$ cat config.mk
export PLATFORM = sky130hd
export DESIGN_NAME = prefix_accum_flat
export DESIGN_NICKNAME = d
export VERILOG_FILES = /design/src/rtl/prefix_pkg.sv /design/src/rtl/prefix_accum_if.sv /design/src/rtl/prefix_classify.sv /design/src/rtl/prefix_accum.sv /design/src/flat_wrapper.sv
export SDC_FILE = /design/constraint.sdc
export NUM_CORES = 1
export LEC_CHECK = 0
export ABC_AREA = 1
export BUFFER_PORTS_ARGS = -buffer_cell sky130_fd_sc_hd__buf_2
export CELL_PAD_IN_SITES_DETAIL_PLACEMENT = 0
export CELL_PAD_IN_SITES_GLOBAL_PLACEMENT = 2
export CORE_MARGIN = 2
export CORE_UTILIZATION = 25
export DETAILED_ROUTE_END_ITERATION = 12
export HOLD_SLACK_MARGIN = 0.08
export PLACE_DENSITY = 0.72
export SLEW_MARGIN = 20
export SYNTH_ARGS = -nofsm -noshare
export SYNTH_HDL_FRONTEND = slang
export SYNTH_SLANG_ARGS = --single-unit
$ cat constraint.sdc
create_clock -name clk -period 1.68 [get_ports clk]
set_clock_uncertainty 0.1 [all_clocks]
set_input_delay 0.168 -clock clk [delete_from_list [all_inputs] [get_ports clk]]
set_output_delay 0.168 -clock clk [all_outputs]
set_load 0.05 [all_outputs]
$ cat src/rtl/prefix_pkg.sv
// Shared constants for the x86 legacy-prefix accumulator: prefix byte values,
// segment one-hot bit positions and the SCAN/HOLD state encoding.
package prefix_pkg;

   localparam logic [7:0] PFX_REP    = 8'hF3;
   localparam logic [7:0] PFX_REPNE  = 8'hF2;
   localparam logic [7:0] PFX_CS     = 8'h2E;
   localparam logic [7:0] PFX_SS     = 8'h36;
   localparam logic [7:0] PFX_DS     = 8'h3E;
   localparam logic [7:0] PFX_ES     = 8'h26;
   localparam logic [7:0] PFX_FS     = 8'h64;
   localparam logic [7:0] PFX_GS     = 8'h65;
   localparam logic [7:0] PFX_OPSIZE = 8'h66;
   localparam logic [7:0] PFX_LOCK   = 8'hF0;

   localparam int SEG_W  = 6;
   localparam int SEG_CS = 0;
   localparam int SEG_SS = 1;
   localparam int SEG_DS = 2;
   localparam int SEG_ES = 3;
   localparam int SEG_FS = 4;
   localparam int SEG_GS = 5;

   typedef enum logic {
      SCAN = 1'b0,
      HOLD = 1'b1
   } state_e;

endpackage

$ cat src/rtl/prefix_accum_if.sv
// Byte-stream input and decode-record output of the prefix accumulator.
// slave = accumulator side, master = fetch/decode side.
interface prefix_accum_if
   import prefix_pkg::*;
#(
   parameter int CNT_W = 3
);
   logic             in_valid;
   logic [7:0]       in_byte;
   logic             in_ready;
   logic             out_valid;
   logic             out_ready;
   logic [7:0]       out_opcode;
   logic             out_rep;
   logic             out_repne;
   logic [SEG_W-1:0] out_seg;
   logic             out_opsize;
   logic             out_lock;
   logic [CNT_W-1:0] out_pcount;
   logic             out_fault;

   modport slave (
      input  in_valid, in_byte, out_ready,
      output in_ready, out_valid, out_opcode, out_rep, out_repne, out_seg,
             out_opsize, out_lock, out_pcount, out_fault
   );

   modport master (
      output in_valid, in_byte, out_ready,
      input  in_ready, out_valid, out_opcode, out_rep, out_repne, out_seg,
             out_opsize, out_lock, out_pcount, out_fault
   );
endinterface

$ cat src/rtl/prefix_classify.sv
// Combinational legacy-prefix decode of one instruction byte.
// F0 is recognised as LOCK only when PREFIX_LOCK_EN is defined.
module prefix_classify
   import prefix_pkg::*;
(
   input  logic [7:0]       in_byte,
   output logic             is_prefix,
   output logic             is_rep,
   output logic             is_repne,
   output logic [SEG_W-1:0] seg,
   output logic             is_opsize,
   output logic             is_lock
);

   always_comb begin
      is_rep    = 1'b0;
      is_repne  = 1'b0;
      seg       = '0;
      is_opsize = 1'b0;
      is_lock   = 1'b0;
      case (in_byte)
         PFX_REP:    is_rep         = 1'b1;
         PFX_REPNE:  is_repne       = 1'b1;
         PFX_CS:     seg[SEG_CS]    = 1'b1;
         PFX_SS:     seg[SEG_SS]    = 1'b1;
         PFX_DS:     seg[SEG_DS]    = 1'b1;
         PFX_ES:     seg[SEG_ES]    = 1'b1;
         PFX_FS:     seg[SEG_FS]    = 1'b1;
         PFX_GS:     seg[SEG_GS]    = 1'b1;
         PFX_OPSIZE: is_opsize      = 1'b1;
`ifdef PREFIX_LOCK_EN
         PFX_LOCK:   is_lock        = 1'b1;
`endif
         default: ;
      endcase
      is_prefix = is_rep | is_repne | (|seg) | is_opsize | is_lock;
   end

endmodule

$ cat src/rtl/prefix_accum.sv
// Accumulates legacy prefixes and emits one registered record per instruction
// one cycle after its opcode is accepted; in_ready drops while the record waits.
module prefix_accum
   import prefix_pkg::*;
#(
   parameter int MAX_PREFIX = 4,
   parameter int CNT_W      = 3
)(
   input  logic           clk,
   input  logic           rst_n,
   input  logic           flush,
   prefix_accum_if.slave  bus
);

   logic             cls_prefix, cls_rep, cls_repne, cls_opsize, cls_lock;
   logic [SEG_W-1:0] cls_seg;

   prefix_classify u_classify (
      .in_byte   (bus.in_byte),
      .is_prefix (cls_prefix),
      .is_rep    (cls_rep),
      .is_repne  (cls_repne),
      .seg       (cls_seg),
      .is_opsize (cls_opsize),
      .is_lock   (cls_lock)
   );

   state_e           state_q, state_d;
   logic [CNT_W-1:0] cnt_q, cnt_d;
   logic             rep_q, rep_d, repne_q, repne_d;
   logic [SEG_W-1:0] seg_q, seg_d;
   logic             opsize_q, opsize_d, lock_q, lock_d;
   logic [7:0]       opcode_q, opcode_d;
   logic             fault_q, fault_d;

   always_ff @(posedge clk or negedge rst_n) begin
      if (!rst_n) begin
         state_q  <= SCAN;
         cnt_q    <= '0;
         rep_q    <= 1'b0;
         repne_q  <= 1'b0;
         seg_q    <= '0;
         opsize_q <= 1'b0;
         lock_q   <= 1'b0;
         opcode_q <= '0;
         fault_q  <= 1'b0;
      end else begin
         state_q  <= state_d;
         cnt_q    <= cnt_d;
         rep_q    <= rep_d;
         repne_q  <= repne_d;
         seg_q    <= seg_d;
         opsize_q <= opsize_d;
         lock_q   <= lock_d;
         opcode_q <= opcode_d;
         fault_q  <= fault_d;
      end
   end

   always_comb begin
      state_d  = state_q;
      cnt_d    = cnt_q;
      rep_d    = rep_q;
      repne_d  = repne_q;
      seg_d    = seg_q;
      opsize_d = opsize_q;
      lock_d   = lock_q;
      opcode_d = opcode_q;
      fault_d  = fault_q;
      case (state_q)
         SCAN: begin
            if (bus.in_valid) begin
               if (cls_prefix && cnt_q == CNT_W'(MAX_PREFIX)) begin
                  // Overflow: record keeps the prefixes merged so far.
                  opcode_d = bus.in_byte;
                  fault_d  = 1'b1;
                  state_d  = HOLD;
               end else if (cls_prefix) begin
                  cnt_d = cnt_q + 1'b1;
                  if (cls_rep)   begin rep_d = 1'b1; repne_d = 1'b0; end
                  if (cls_repne) begin rep_d = 1'b0; repne_d = 1'b1; end
                  if (|cls_seg)  seg_d = cls_seg;
                  if (cls_opsize) opsize_d = 1'b1;
                  if (cls_lock)   lock_d   = 1'b1;
               end else begin
                  opcode_d = bus.in_byte;
                  state_d  = HOLD;
               end
            end
         end
         HOLD: begin
            if (bus.out_ready) begin
               state_d  = SCAN;
               cnt_d    = '0;
               rep_d    = 1'b0;
               repne_d  = 1'b0;
               seg_d    = '0;
               opsize_d = 1'b0;
               lock_d   = 1'b0;
               opcode_d = '0;
               fault_d  = 1'b0;
            end
         end
         default: state_d = SCAN;
      endcase
      // Flush beats everything, including a record handshaken this cycle.
      if (flush) begin
         state_d  = SCAN;
         cnt_d    = '0;
         rep_d    = 1'b0;
         repne_d  = 1'b0;
         seg_d    = '0;
         opsize_d = 1'b0;
         lock_d   = 1'b0;
         opcode_d = '0;
         fault_d  = 1'b0;
      end
   end

   assign bus.in_ready   = (state_q == SCAN);
   assign bus.out_valid  = (state_q == HOLD);
   assign bus.out_opcode = opcode_q;
   assign bus.out_rep    = rep_q;
   assign bus.out_repne  = repne_q;
   assign bus.out_seg    = seg_q;
   assign bus.out_opsize = opsize_q;
   assign bus.out_lock   = lock_q;
   assign bus.out_pcount = cnt_q;
   assign bus.out_fault  = fault_q;

endmodule

$ cat src/flat_wrapper.sv
// flat-port wrapper written by rule: the top's interface ports become plain ports
module prefix_accum_flat import prefix_pkg::*;
#(
   parameter int MAX_PREFIX = 4,
   parameter int CNT_W      = 3
)
  (clk, rst_n, flush, bus_in_valid, bus_in_byte, bus_out_ready, bus_in_ready, bus_out_valid, bus_out_opcode, bus_out_rep, bus_out_repne, bus_out_seg, bus_out_opsize, bus_out_lock, bus_out_pcount, bus_out_fault);
  prefix_accum_if #(.CNT_W(CNT_W)) bus_i ();
  input  logic clk;
  input  logic rst_n;
  input  logic flush;
  input wire logic [$bits(bus_i.in_valid)-1:0] bus_in_valid;
  input wire logic [$bits(bus_i.in_byte)-1:0] bus_in_byte;
  input wire logic [$bits(bus_i.out_ready)-1:0] bus_out_ready;
  output wire logic [$bits(bus_i.in_ready)-1:0] bus_in_ready;
  output wire logic [$bits(bus_i.out_valid)-1:0] bus_out_valid;
  output wire logic [$bits(bus_i.out_opcode)-1:0] bus_out_opcode;
  output wire logic [$bits(bus_i.out_rep)-1:0] bus_out_rep;
  output wire logic [$bits(bus_i.out_repne)-1:0] bus_out_repne;
  output wire logic [$bits(bus_i.out_seg)-1:0] bus_out_seg;
  output wire logic [$bits(bus_i.out_opsize)-1:0] bus_out_opsize;
  output wire logic [$bits(bus_i.out_lock)-1:0] bus_out_lock;
  output wire logic [$bits(bus_i.out_pcount)-1:0] bus_out_pcount;
  output wire logic [$bits(bus_i.out_fault)-1:0] bus_out_fault;
  assign bus_i.in_valid = bus_in_valid;
  assign bus_i.in_byte = bus_in_byte;
  assign bus_i.out_ready = bus_out_ready;
  assign bus_in_ready = bus_i.in_ready;
  assign bus_out_valid = bus_i.out_valid;
  assign bus_out_opcode = bus_i.out_opcode;
  assign bus_out_rep = bus_i.out_rep;
  assign bus_out_repne = bus_i.out_repne;
  assign bus_out_seg = bus_i.out_seg;
  assign bus_out_opsize = bus_i.out_opsize;
  assign bus_out_lock = bus_i.out_lock;
  assign bus_out_pcount = bus_i.out_pcount;
  assign bus_out_fault = bus_i.out_fault;
  prefix_accum #(.MAX_PREFIX(MAX_PREFIX), .CNT_W(CNT_W)) u_core (.clk(clk), .rst_n(rst_n), .flush(flush), .bus(bus_i));
endmodule
==> impl_metrics.ini <==
[sta]
setup_ws_ns = 0.150
worst-slew-pin-transition_ns = 0.506
layout_min_cycle_time_ns = 1.53
relSlewSlack = 0.663
post-route-period-util = 0.911
setup-tns-final_ns = 0
hold_viol = 0
setup_viol = 0
timing.fmax_mhz = 654
rsz0062_at_grt = no
slew_violations = 0

[clock_network]
clk_path_buf_depth = 2
cts_sinks = 22
cts_tree = done
ctsHtreeMaxLevel = 1
cts.reportedPaths.clkPinSlew_ns = 0.08
numCtsBuffers = 3
clk_latency_ns = 0.26
cts_root_buf = clkbuf_8

[outcome]
status = finished clean

[place]
pre_cts_ws_ns = 0.111
hpwlAfterDp_um = 2810
port_buffers = 35
place_area_mm2 = 0.00167
gp_congestion = 0.822

[detailed_routing]
route.vias.total = 1242
avgViaCountPerCell = 4.11
wl_per_cell_um = 11.3
drt_iter0_drc = 52
drt.antenna.violating_nets = 0
drtPass1Iterations = 4
routed_wl_um = 3410
drc = 0

[setup_path]
cp_max_fo = 6
worstPathArrival_ns = 1.59
r2r_slack_ns = 0.15
cp.required_ns = 1.74
path_class = flip-flop to flip-flop
crit_path_start_kind = flip-flop
end_kind = flip-flop

[logic_synthesis]
yosysUniqueCellTypes = 26
yosysSeqAreaShare = 0.399
synthCells = 189
synth.most_common_cell = nand2_1
avgSynthCellArea_um2 = 7.30
ys_warn_count = 0
ys_ff_latch = 22
syn_area_mm2 = 0.00138
synth_commonest_cells = nand2_1, nor2_1, dfrtp_1
yosysTopAreaCell = dfrtp_1
synthTopCellsByArea = dfrtp_1, nand2_1, nor2_1
syn-num-nets = 204
netlist.area_leader.share = 0.399
ys.flop_type = dfrtp_1
synth_edf_count = 0
async_flop_share = 1.00

[hold_path]
hp-class = input port to flip-flop

[finish]
syn2layout_area_growth_pct = 25.4
layout-drive-gt1-share = 0.343
multiInputGateArea_um2 = 731
fillers = 631
n_antenna_cell = 0
nets = 246
final_util = 0.320
final_area_mm2 = 0.00173
regArea_um2 = 554

[floorplanning]
start_util = 0.255
die_w_um = 78.3
rows = 27
die_h_um = 78.3
die-area_mm2 = 0.00613
pin_count = 37
design.core.area_mm2 = 0.00541

[global_routing]
grt_overflow = 0
use_met2 = 0.203
use_met3 = 0.0253
busiest_layer = met2
grtUsageTotal = 0.122
grt_pass1_wl_um = 5920
antenna_found_initial = 0
grt_pass1_vias = 1239
use_met1 = 0.167
grt_max_degree = 23

[power]
vdd_ir_drop_max_mv = 0.413
p_per_area_mw_per_mm2 = 753
p_leak_nw = 0.929

[job]
maxCapViolCount = 0
-- routing by layer --
layer | up-vias | part of all wire
li1 | 679 | -
met1 | 542 | 0.50
met2 | 19 | 0.46
met3 | 2 | 0.032
met4 | 0 | 0.0079
met5 | - | 0
-- stage by stage --
step	cells	power, W	hold WS [ns]
2_1_floorplan	189	0.000857	-0.228
3_3_place_gp	297	0.000975	0.0698
3_5_place_dp	297	0.000972	0.0735
4_1_cts	302	0.00133	0.140
5_1_grt	302	0.00138	0.148
6_report	302	0.00130	0.144
-- registers in the layout, summed over array words and instances, names as in the netlist --
register / flops
u_core.bus.out_opcode: 8
u_core.bus.out_seg: 6
u_core.bus.out_pcount: 3
u_core.bus.out_fault: 1
u_core.bus.out_opsize: 1
u_core.bus.out_rep: 1
u_core.bus.out_repne: 1
u_core.bus.out_valid: 1
-- worst max-delay path, stage by stage, from the launching register on --
cell	delay (ns)
dfrtp_2	0.40
inv_2	0.04
ha_1	0.20
nand2_2	0.12
clkinv_4	0.07
o21ai_4	0.18
nand3_2	0.17
nand2_1	0.09
nand2_1	0.04
-- kinds of logic (layout without fill, tap and decap cells) --
kind of cell,Yosys count,in the layout,synth area share
simple gates,133,133,0.477
buf+inv,25,66,0.0726
flops,22,22,0.399
compound gates,6,6,0.0299
fa+ha+maj,2,2,0.0181
other cells,1,1,0.00272
-- cell usage in the layout, fill, tap and decap left out, drive strengths merged, types with 2 or more instances in the layout --
cell | synthesis | final
a21oi | 3 | 3
buf | 3 | 40
clkbuf | 1 | 4
clkinv | 2 | 2
dfrtp | 22 | 22
ha | 2 | 2
inv | 19 | 19
nand2 | 69 | 69
nand3 | 16 | 16
nand4 | 9 | 9
nor2 | 36 | 36
o21ai | 3 | 3
-- layout make-up --
class                      instances  area share
inverter                          21      0.0499
timing repair buffer              41       0.129
clock buffer                       4      0.0260
sequential                        22       0.321
tap                               72      0.0521
multi-input combinational        142       0.423
-- final timing paths --
path	start	to	cells past startpoint
max	u_core.bus.out_pcount[0]$_DFFE_PN0P_	u_core.bus.out_seg[5]$_DFFE_PN0P_	8
min	bus_in_valid	u_core.bus.out_valid$_DFF_PN0_	3
max reg2reg	u_core.bus.out_pcount[0]$_DFFE_PN0P_	u_core.bus.out_seg[5]$_DFFE_PN0P_	8
min reg2reg	u_core.bus.out_seg[1]$_DFFE_PN0P_	u_core.bus.out_seg[1]$_DFFE_PN0P_	2
max in group asynchronous	rst_n	u_core.bus.out_pcount[0]$_DFFE_PN0P_	2
min in group asynchronous	rst_n	u_core.bus.out_pcount[2]$_DFFE_PN0P_	2
-- timing repair --
item	CTS	global route
gates resized for setup	0	1
hold endpoints to repair	22	0
setup endpoints to repair	0	6
buffers inserted	0	0
hold buffers	1	0
-- power breakdown --
group          internal, W  leakage (nW)  total (W)  switching, W
clock network     0.000169        0.0228   0.000344      0.000175
registers         0.000558         0.294   0.000583     0.0000245
logic            0.0000971         0.612   0.000376      0.000279
Power figures use the tool's default switching activity.
